--- src/rtl/audio_i2s_tx.sv ---
// I2S transmitter for the Pmod DAC: one free-running divider derives mclk/sck/lrck, serialises captured L/R samples.
// Latency: samples captured at frame wrap; first MSB on sdin 2^SCK_LOG2 clk after the wrap.
// Backpressure: none; free-running, inputs are sampled once per frame and otherwise ignored.
module audio_i2s_tx #(
  parameter int CNT_W     = 9,
  parameter int SCK_LOG2  = 3,
  parameter int MCLK_LOG2 = 2
) (
  input  logic        clk,
  input  logic        rst,
  input  logic [15:0] audio_left,
  input  logic [15:0] audio_right,
  output logic        audio_mclk,
  output logic        audio_lrck,
  output logic        audio_sck,
  output logic        audio_sdin,
  output logic        sample_tick
);

  // Number of bits in the slot index within one channel half.
  localparam int SLOT_W = CNT_W - 1 - SCK_LOG2;

  logic [CNT_W-1:0]  cnt_q, cnt_d;
  logic [15:0]       hold_l_q, hold_l_d;
  logic [15:0]       hold_r_q, hold_r_d;
  logic              sdin_q, sdin_d;
  logic              tick_q, tick_d;

  logic [CNT_W-1:0]  cnt_nxt;
  logic              wrap;
  logic              bit_edge;
  logic [SLOT_W-1:0] slot_nxt;
  logic              ch_nxt;
  logic [15:0]       word_nxt;
  logic              slot_bit;

  // Divider counter and once-per-frame capture of both channels on the wrap edge.
  always_comb begin
    cnt_nxt  = cnt_q + CNT_W'(1);
    wrap     = &cnt_q;
    cnt_d    = cnt_nxt;
    hold_l_d = wrap ? audio_left  : hold_l_q;
    hold_r_d = wrap ? audio_right : hold_r_q;
    tick_d   = wrap;
  end

  // Serial bit for the slot that begins after this edge; only loaded when sck is about to fall.
  // Slot 0 is the I2S one-bit delay, slots 1..16 carry MSB..LSB, the rest are zero pad.
  // The slot-0 bit is loaded on the wrap edge itself, so the stale hold value is never used.
  always_comb begin
    slot_nxt = cnt_nxt[CNT_W-2:SCK_LOG2];
    ch_nxt   = cnt_nxt[CNT_W-1];
    word_nxt = ch_nxt ? hold_r_q : hold_l_q;
    slot_bit = 1'b0;
    if ((slot_nxt >= SLOT_W'(1)) && (slot_nxt <= SLOT_W'(16))) begin
      slot_bit = word_nxt[4'(16 - 32'(slot_nxt))];
    end
    bit_edge = &cnt_q[SCK_LOG2-1:0];
    sdin_d   = bit_edge ? slot_bit : sdin_q;
  end

  // State registers; everything clears asynchronously so a mid-frame reset aborts cleanly.
  always_ff @(posedge clk or posedge rst) begin
    if (rst) begin
      cnt_q    <= '0;
      hold_l_q <= '0;
      hold_r_q <= '0;
      sdin_q   <= 1'b0;
      tick_q   <= 1'b0;
    end else begin
      cnt_q    <= cnt_d;
      hold_l_q <= hold_l_d;
      hold_r_q <= hold_r_d;
      sdin_q   <= sdin_d;
      tick_q   <= tick_d;
    end
  end

  // Clocks are raw counter bits so they never glitch.
  assign audio_mclk  = cnt_q[MCLK_LOG2-1];
  assign audio_sck   = cnt_q[SCK_LOG2-1];
  assign audio_lrck  = cnt_q[CNT_W-1];
  assign audio_sdin  = sdin_q;
  assign sample_tick = tick_q;

endmodule

--- config.mk ---
export PLATFORM = sky130hd
export DESIGN_NAME = audio_i2s_tx
export DESIGN_NICKNAME = d
export VERILOG_FILES = /design/src/rtl/audio_i2s_tx.sv
export SDC_FILE = /design/constraint.sdc
export NUM_CORES = 1
export LEC_CHECK = 0
export ABC_AREA = 1
export CAP_MARGIN = 20
export CORE_UTILIZATION = 52
export DETAILED_ROUTE_END_ITERATION = 6
export GPL_ROUTABILITY_DRIVEN = 1
export PLACE_DENSITY = 0.79
export SETUP_SLACK_MARGIN = 0.02
export SLEW_MARGIN = 20
export SYNTH_ARGS = -nofsm -noshare
export SYNTH_HDL_FRONTEND = slang
export SYNTH_SLANG_ARGS = --single-unit
--- constraint.sdc ---
create_clock -name clk -period 2.6 [get_ports clk]
set_input_delay 0.26 -clock clk [delete_from_list [all_inputs] [get_ports clk]]
set_output_delay 0.26 -clock clk [all_outputs]
set_load 0.01 [all_outputs]
### Word level (Yosys, flattened, before mapping)

Index checks and enable logic that the tools add are counted.

* register bits: 43
* input port bits: 34
* output and inout bits: 5
* word-level logic and storage cells: 17

* $add $sub $neg: 2
* $lt $le $gt $ge: 3
* multiplexer cells: 4
* reductions and logical operators: 3

Operators by type and width (number)
* $mux 16: 1
* $add 9x1->9 const B: 1
* $reduce_and 9->1: 1
* $ge 5x1->1 const B: 1
* $le 5x5->1 const B: 1
* $lt 4x5->1 const B: 1
* $bmux 1 s4: 1
* $sub 1x4->4 const A: 1
* $reduce_and 3->1: 1
* $mux 1: 2
* $logic_and 1x1->1: 1

### Depth between registers and ports, before layout

Gate-level depths: netlist of run 1.

* depth after elaboration: 5
* mapped depth: 16
* gate-level depth less buffers: 16

### Worst setup path before layout of run 1

OpenSTA, ideal clock, no wires.

* path type: register -> register
* from: register cnt_q[1]
* to: register sdin_q, in the netlist audio_sdin
* library setup time: 117 ps
* arrival: 2101 ps
* data required time: 2483 ps
* path slack: 382 ps
* cell stages (with the launch flop): 16
* period minus slack after synthesis: 2218 ps
* path through: dfrtp_1 > ha_1 > nand2_1 > nor2_1 > nand2_1 > nor2_1 > ha_1 > buf_2 > clkbuf_1 > a21oi_1 > nand2_1 > nand3_1 > nand3_1 > nand3_1 > nand3_1 > nand2_1

* cells in the longest elaborated chain, start to end: 5
* elaborated cells on any way between the ends: 10
* classes of those cells: add/sub (2); order compare (2); mux (4); reduce/logical (2)

RTL lines
* start, declared: RTL line 23 `logic [CNT_W-1:0] cnt_q, cnt_d;`
* start signal, assigned: RTL line 71 `cnt_q <= cnt_d;`
* $add 9x1->9: RTL line 39 `cnt_nxt = cnt_q + CNT_W'(1);`
* named net cnt_d[8]: RTL line 23
* $mux 16: RTL line 53 `word_nxt = ch_nxt ? hold_r_q : hold_l_q;`
* $bmux 1 s4: RTL line 56 `slot_bit = word_nxt[4'(16 - 32'(slot_nxt))];`
* $mux 1 (implied by the code): RTL line 56
* $mux 1: RTL line 55 `if ((slot_nxt >= SLOT_W'(1)) && (slot_nxt <= SLOT_W'(16))) begin`
* end signal, assigned: RTL line 74 `sdin_q <= sdin_d;`
* end, declared: RTL line 26 `logic sdin_q, sdin_d;`

The timed path passes the listed nets, and every way through them passes these cells. The select of a mux whose other input is x is not followed.
A chain may end at the register's enable or synchronous reset.

### Worst setup path in the final report of run 1

* from: register cnt_q[1]
* to: register sdin_q, in the netlist audio_sdin

* cells in the longest elaborated chain, start to end: 5
* elaborated cells on any way between the ends: 10
* classes of those cells: add/sub (2); order compare (2); mux (4); reduce/logical (2)

RTL lines (RTL line)
* $add 9x1->9 (*): 39
* named net cnt_d[4]: 23
* $sub 1x4->4: 56
* $bmux 1 s4: 56
* $mux 1 (implied by the code): 56
* $mux 1 (*): 55

Mark *: on every way through the listed nets, which the timed path passes. The rest lies on a longest branch. The select of a mux whose other input is x is not followed.

==> results of run 1 <==
how the worst max path moves through the flow:
stage	start	depth (start not counted)	endpoint	slack, ns
2_1_floorplan	cnt_q[1]$_DFF_PP0_	15	audio_sdin$_DFFE_PP0P_	0.38
5_1_grt	cnt_q[1]$_DFF_PP0_	14	audio_sdin$_DFFE_PP0P_	0.06
4_1_cts	cnt_q[1]$_DFF_PP0_	13	audio_sdin$_DFFE_PP0P_	0.10
6_report	cnt_q[1]$_DFF_PP0_	15	audio_sdin$_DFFE_PP0P_	0.29
3_5_place_dp	cnt_q[1]$_DFF_PP0_	13	audio_sdin$_DFFE_PP0P_	0.11
3_3_place_gp	cnt_q[1]$_DFF_PP0_	13	audio_sdin$_DFFE_PP0P_	0.22
power by group:
part,switching [mW],leakage (nW),internal [mW]
clock,0.229,0.0581,0.286
combinational,0.0182,0.771,0.0439
sequential,0,0.498,0.668
total,0.247,1.33,0.998
metrics by stage:
step,std cells,worst slack (ns),instance area [um2]
detailed placement,335,0.114,2600
global placement,335,0.223,2600
CTS,343,0.104,2710
floorplan,252,0.382,2150
finish,343,0.290,2710
global route,343,0.0603,2710
layout make-up:
cell class | instances | area [um2]
timing repair buffer | 42 | 423
inverter | 34 | 128
tap | 50 | 62.6
clock buffer | 5 | 68.8
multi-input combinational | 166 | 912
clock inverter | 3 | 43.8
fill | 326 | 1260
sequential | 43 | 1080
cell usage in the layout (no fill, tap or decap):
| master | synthesis | routed |
|---|---|---|
| nand2_1 | 58 | 58 |
| mux2_2 | 16 | 16 |
| buf_12 | 0 | 1 |
| nand3_1 | 22 | 22 |
| clkinv_4 | 0 | 1 |
| nand3_2 | 1 | 1 |
| o21bai_1 | 1 | 1 |
| inv_2 | 1 | 1 |
| ha_2 | 0 | 2 |
| clkbuf_8 | 0 | 5 |
| clkinv_2 | 0 | 1 |
| ha_1 | 5 | 3 |
| nand2_2 | 4 | 4 |
| nand3b_1 | 1 | 1 |
| nand2_4 | 1 | 1 |
| a21oi_1 | 13 | 13 |
| bufinv_16 | 0 | 1 |
| inv_1 | 33 | 33 |
| nor2_4 | 1 | 1 |
| nand4_1 | 4 | 4 |
| nor2_1 | 19 | 19 |
| dfrtp_1 | 43 | 43 |
| buf_4 | 0 | 3 |
| o21ai_0 | 18 | 18 |
| clkdlybuf4s50_1 | 0 | 38 |
| nor2_2 | 2 | 2 |
metal layers:
layer | share of wire | routed length [um] | vias up
li1 | - | - | 884
met1 | 0.45 | 1770 | 763
met2 | 0.51 | 1990 | 27
met3 | 0.025 | 97 | 6
met4 | 0.017 | 65 | 0
met5 | 0 | 0 | -
sequential cells by signal, indices dropped and copies added, names as in the netlist:
name / cells
sample_tick: 1
audio_sdin: 1
cnt_q: 9
hold_r_q: 16
hold_l_q: 16
timing repair:
item,4_1_cts,5_1_grt
gates resized for setup,0,2
setup endpoints to repair,0,1
hold buffers,0,0
setup buffers,0,0
worst register-to-register path: cells and delay by family (launching register included):
kind,cells,cell delay (ns)
flops,1,0.44
simple gates,11,0.84
compound gates,1,0.13
fa+ha+maj,2,0.73
buf+inv,1,0.09
cells by family after synthesis:
logic type               after synthesis  share of synthesized area
AO/OA/AOI/OAI                         32                     0.0757
multiplexers                          16                     0.0838
buffers and inverters                 43                     0.0774
adder cells (fa/ha/maj)                5                     0.0291
flip-flops                            43                      0.501
AND/OR/NAND/NOR                      113                      0.233
==> impl_results.md, run 1 <==
* Peak VDD IR at between 0.0003 and 0.0004 V
* Global routing's busiest layer: met2
* GRT Total Usage at 0.212
* Max-cap viol count at 0
* Reg clk slew, reported paths at about 0.080 ns
* Skew-Pair Late Insertion Delay at approximately 0.30 ns
* Flops & latches, synth at 43
* CP arrival at approximately 2.5 ns
* Most used DFF post-synth: dfrtp_1
* CTS Buf Count at 5
* Unrepaired setup endpoints after global routing: no
* Setup Viol. Count Final at 0
* R2R Path End: audio_sdin$_DFFE_PP0P_
* M2 GR Usage at 0.348
* Final Skew at 0.00603 ns
* Tot Pwr at 1.25 mW
* Core ar. at 3970 um2
* WHS at 0.381 ns
* CTS tree: yes
* Post-synth cell types at 20
* Initial DRC count at a little under 50
* Sequential fraction of the synthesis area at 0.501
* Area growth, synth to finish at 26.3%
* PD cells at between 400 and 500 nW/um2
* Nets@finish at about 330
* Port Buffers at 38
* Count leader, synth: nand2_1
* Post-synth EDFFs at 0
* Worst-path fanout max at 12
* Synth warn at 0
* Fin. max-slew vios at 0
* Clk buf depth at 2
* CP top delay family: simple AND/OR/NAND/NOR gates
* Cells after Synth at 252
* Met3 Use GR at 0.0414
* Cell mode on critical path: nand2_1
* DRT antenna net count at 0
* Initial antenna violation count at 0
* Worst-path cell chain: ha_1 > nand3_1 > nand2_1 > nand2_1 > inv_1 > ha_2 > nor2_1 > a21oi_1 > nand2_1 > nand3_1 > nand2_1 > nand2_1 > nand3_1 > nand3_1 > nand2_1
* Met1 Track Usage GR at 0.269
* RR Startpoint: cnt_q[1]$_DFF_PP0_
* Wire length per cell at 11.4 um
* Final period util at 0.888
* Worst stage delay on the critical path at 0.46 ns
* Vias per cell at ~5
* Die area at 4400 um2
* Dpl hpwl at 2.95 mm
* Dominant cells by area after synthesis: dfrtp_1, nand2_1, mux2_2
* Leak at 1.33 nW
* Outcome: complete, no violations
* Final core occ at 0.683
* Final WL at just under 4 mm
* # diodes at 0
* Slew @ Worst Pin at approximately 0.52 ns
* FF-to-FF path depth at 15
* Root buf cell: clkbuf_8
* Netlist Area Pre-Place at 2150 um2
* Io pins at 39
* Number of global-route vias before repair at 1620
* CTS HTree Levels at 2
* Worst setup EP type: flop
* WS Path Type: flop to flop
* Initial Utilization at 0.541
* Max stage delay cell, worst path: ha_2
* Reg2reg setup slack at 0.29 ns
* Mapped Nets at 291
* Synth area leader: dfrtp_1
* Crit start category: flop
* Remaining DRCs at 0
* Worst path buffer plus inverter count at 1
* Final Hold Vio Count at 0
* Setup TNS at 0 ns
* Chip width at approximately 66 um
* Gr ovfl total at 0
* Post-synth top cells: nand2_1, dfrtp_1, inv_1
* WP data required at 2.80 ns
* Rel. slew slack at 0.653
* Synth Area per Inst at 8.53 um2
* Drt pass-1 iters at 5
* Largest net degree at the start of global routing at 44
* Fmax at roughly 430 MHz
* Via count at around 1700
* Class of the worst hold path: input port to asynchronous set/reset pin
* Synth top area share at 0.501
* Min cycle time layout at approximately 2.3 ns
* Placer Congestion at just over 0.8
* Fraction of layout cells with a size suffix above 1 at 0.137
* Row Count at 23
* Die H at 66.3 um
* CTS sink count at 43
* First-pass GRT wire length at 6.94 mm
* Synth async-reset ratio at 1.00
Note: power is estimated with default switching activity, not from simulation.
==> inputs of run 2 (changes only) <==
SKIP_CTS_REPAIR_TIMING = 1   (was not set)
==> results of run 2 <==
Same layout as run 1: the final DEF is identical, and so are final timing and power.
==> inputs of run 3 (changes only) <==
CORE_UTILIZATION = 55   (was 52)
DONT_BUFFER_PORTS = 1   (was not set)
GPL_ROUTABILITY_DRIVEN = 0   (was 1)
PLACE_DENSITY = 0.7   (was 0.79)
==> run 3 against run 2 <==
- the run now ends with negative hold slack left
- first-iteration DRC count up 110%
- highest routed layer unchanged
- combinational power is 78% lower
- power is 15% lower
- die area decreased by 5.3%
- sequential cell count stayed put
==> impl_results.md, run 3 (synthesis gave the netlist of run 1 again) <==
* Io pins at 39 (unchanged)
* CTS HTree Levels at 2 (unchanged)
* Outcome: finished with violations (was complete, no violations)
* Met3 Use GR at 0.0687 (was 0.0414)
* Met1 Track Usage GR at 0.268 (was 0.269)
* Initial DRC count at 104 (was 49)
* Port Buffers at 0 (was 38)
* PD cells at 466 nW/um2 (was 459 nW/um2)
* Initial antenna violation count at 0 (unchanged)
* Top Registers: hold_l_q: 16 flops, hold_r_q: 16 flops, cnt_q: 9 flops (unchanged)
* Worst setup EP type: flop (unchanged)
* Chip width at 64.5 um (was 66.3 um)
* Root buf cell: clkbuf_8 (unchanged)
* Rel. slew slack at 0.650 (was 0.653)
* Skew-Pair Late Insertion Delay at 0.29 ns (was 0.30 ns)
* Net Sw Power at 215 uW (was 247 uW)
* Failing checks: negative hold slack
* WP data required at 2.78 ns (was 2.80 ns)
* Combinational group share of total power at 0.013 (was 0.050)
* Cell Int Power at 849 uW (was 998 uW)
* Fmax at 422 MHz (was 433 MHz)
* # diodes at 0 (unchanged)
* Die area at 4160 um2 (was 4400 um2)
* Fillcell total at 330 (was 326)
* Largest net degree at the start of global routing at 50 (was 44)
* Slew @ Worst Pin at 0.525 ns (was 0.521 ns)
* Leak at 1.16 nW (was 1.33 nW)
* Die H at 64.5 um (was 66.3 um)
* Class of the worst hold path: input port to asynchronous set/reset pin (unchanged)
* GRT Total Usage at 0.206 (was 0.212)
* Vias per cell at 5.17 (was 4.90)
* Global routing's busiest layer: met2 (unchanged)
* Row Count at 22 (was 23)
* Final Instance Area at 2280 um2 (was 2710 um2)
* Core ar. at 3720 um2 (was 3970 um2)
* Via count at 1550 (was 1680)
* CTS tree: yes (unchanged)
* Peak VDD IR at 0.000445 V (was 0.000324 V)
* Clock power share at 0.359 (was 0.414)
* First-pass GRT wire length at 6.58 mm (was 6.94 mm)
* Initial Utilization at 0.578 (was 0.541)
* FF-to-FF path depth at 15 (unchanged)
* Most common cell after layout, fill and taps aside: nand2_1 (unchanged)
* DP Area at 2210 um2 (was 2600 um2)
* DP Worst Slack at 0.249 ns (was 0.114 ns)
* Setup Viol. Count Final at 0 (unchanged)
* CTS sink count at 43 (unchanged)
* Min cycle time layout at 2.37 ns (was 2.31 ns)
* WHS at -0.0130 ns (was 0.381 ns)
* Number of global-route vias before repair at 1450 (was 1620)
* Setup WS post-layout at 0.230 ns (was 0.290 ns)
* Remaining DRCs at 0 (unchanged)
* Nets@finish at 292 (was 331)
* Area growth, synth to finish at 6.11% (was 26.3%)
* Setup TNS at 0 ns (unchanged)
* Final WL at 3.73 mm (was 3.92 mm)
* Switching Fraction at 0.202 (was 0.199)
* Final Hold Vio Count at 18 (was 0)
* CTS Buf Count at 5 (unchanged)
* Fin. max-slew vios at 0 (unchanged)
* WS Path Type: flop to flop (unchanged)
* M2 GR Usage at 0.336 (was 0.348)
* Final period util at 0.912 (was 0.888)
* Commonest cells after routing, fill and taps aside: nand2_1, dfrtp_1, inv_1, nand3_1, nor2_1 (was nand2_1, dfrtp_1, clkdlybuf4s50_1, inv_1, nand3_1)
* Dpl hpwl at 2.71 mm (was 2.95 mm)
* Final Skew at 0.00608 ns (was 0.00603 ns)
* DRT antenna net count at 0 (unchanged)
* Worst-path fanout max at 12 (unchanged)
* Max-cap viol count at 0 (unchanged)
* Gr ovfl total at 0 (unchanged)
* Unrepaired setup endpoints after global routing: no (unchanged)
* Share of total power in sequential cells at 0.628 (was 0.537)
* Crit start category: flop (unchanged)
* Clk buf depth at 2 (unchanged)
* Fraction of layout cells with a size suffix above 1 at 0.139 (was 0.137)
* CP arrival at 2.55 ns (was 2.51 ns)
* Drt pass-1 iters at 4 (was 5)
* Reg clk slew, reported paths at 0.07 ns (was 0.08 ns)
* Wire length per cell at 12.4 um (was 11.4 um)
==> run 3: power by group through the flow <==
stage | registers (mW) | clock network (mW) | logic (mW)
3_5_place_dp | 0.681 | 0 | 0.0149
5_1_grt | 0.668 | 0.420 | 0.0171
2_1_floorplan | 0.681 | 0 | 0.0100
4_1_cts | 0.668 | 0.392 | 0.0149
6_report | 0.668 | 0.382 | 0.0136
3_3_place_gp | 0.681 | 0 | 0.0150
==> run 3: path summary, 6_finish.rpt <==
path,startpoint,end,slack (ns)
min,rst,cnt_q[1]$_DFF_PP0_,-0.01
max in group asynchronous,rst,audio_sdin$_DFFE_PP0P_,2.24
min reg2reg,hold_r_q[12]$_DFFE_PP0P_,hold_r_q[12]$_DFFE_PP0P_,0.51
max,cnt_q[0]$_DFF_PP0_,audio_sdin$_DFFE_PP0P_,0.23
max reg2reg,cnt_q[0]$_DFF_PP0_,audio_sdin$_DFFE_PP0P_,0.23
min in group clk,audio_left[1],hold_l_q[1]$_DFFE_PP0P_,0.10
==> run 3: worst max-delay path, cell delays in order, from the launching register on <==
cell and delay [ns]:
dfrtp_1 0.43, ha_1 0.24, nand3_1 0.10, nand2_1 0.05
nand2_1 0.15, inv_1 0.09, ha_1 0.51, nor2_1 0.10
a21oi_1 0.14, nand2_1 0.07, nand3_1 0.07, nand2_1 0.06
nand2_1 0.05, nand3_1 0.07, nand3_1 0.08, nand2_1 0.04
==> run 3: area by class of cell <==
cell class / instances / area [um2] / area share
Clock buffer: 6 / 72.6 / 0.0318
Timing Repair Buffer: 3 / 35.0 / 0.0154
Inverter: 34 / 128 / 0.0560
Multi-Input combinational cell: 166 / 910 / 0.399
Sequential cell: 43 / 1080 / 0.472
Tap cell: 48 / 60.1 / 0.0263
==> run 3: per-stage QoR <==
| step | cells | power, mW | utilization |
|---|---|---|---|
| floorplan | 252 | 0.691 | - |
| global placement | 294 | 0.696 | 0.594 |
| detailed placement | 294 | 0.696 | 0.594 |
| CTS | 300 | 1.08 | 0.614 |
| global route | 300 | 1.10 | 0.614 |
| finish | 300 | 1.06 | 0.614 |
==> run 3: layer usage <==
| metal | up-vias | routed length [um] | share of wire |
|---|---|---|---|
| li1 | 804 | - | - |
| met1 | 715 | 1770 | 0.47 |
| met2 | 27 | 1770 | 0.47 |
| met3 | 4 | 163 | 0.044 |
| met4 | 0 | 31 | 0.0083 |
| met5 | - | 0 | 0 |
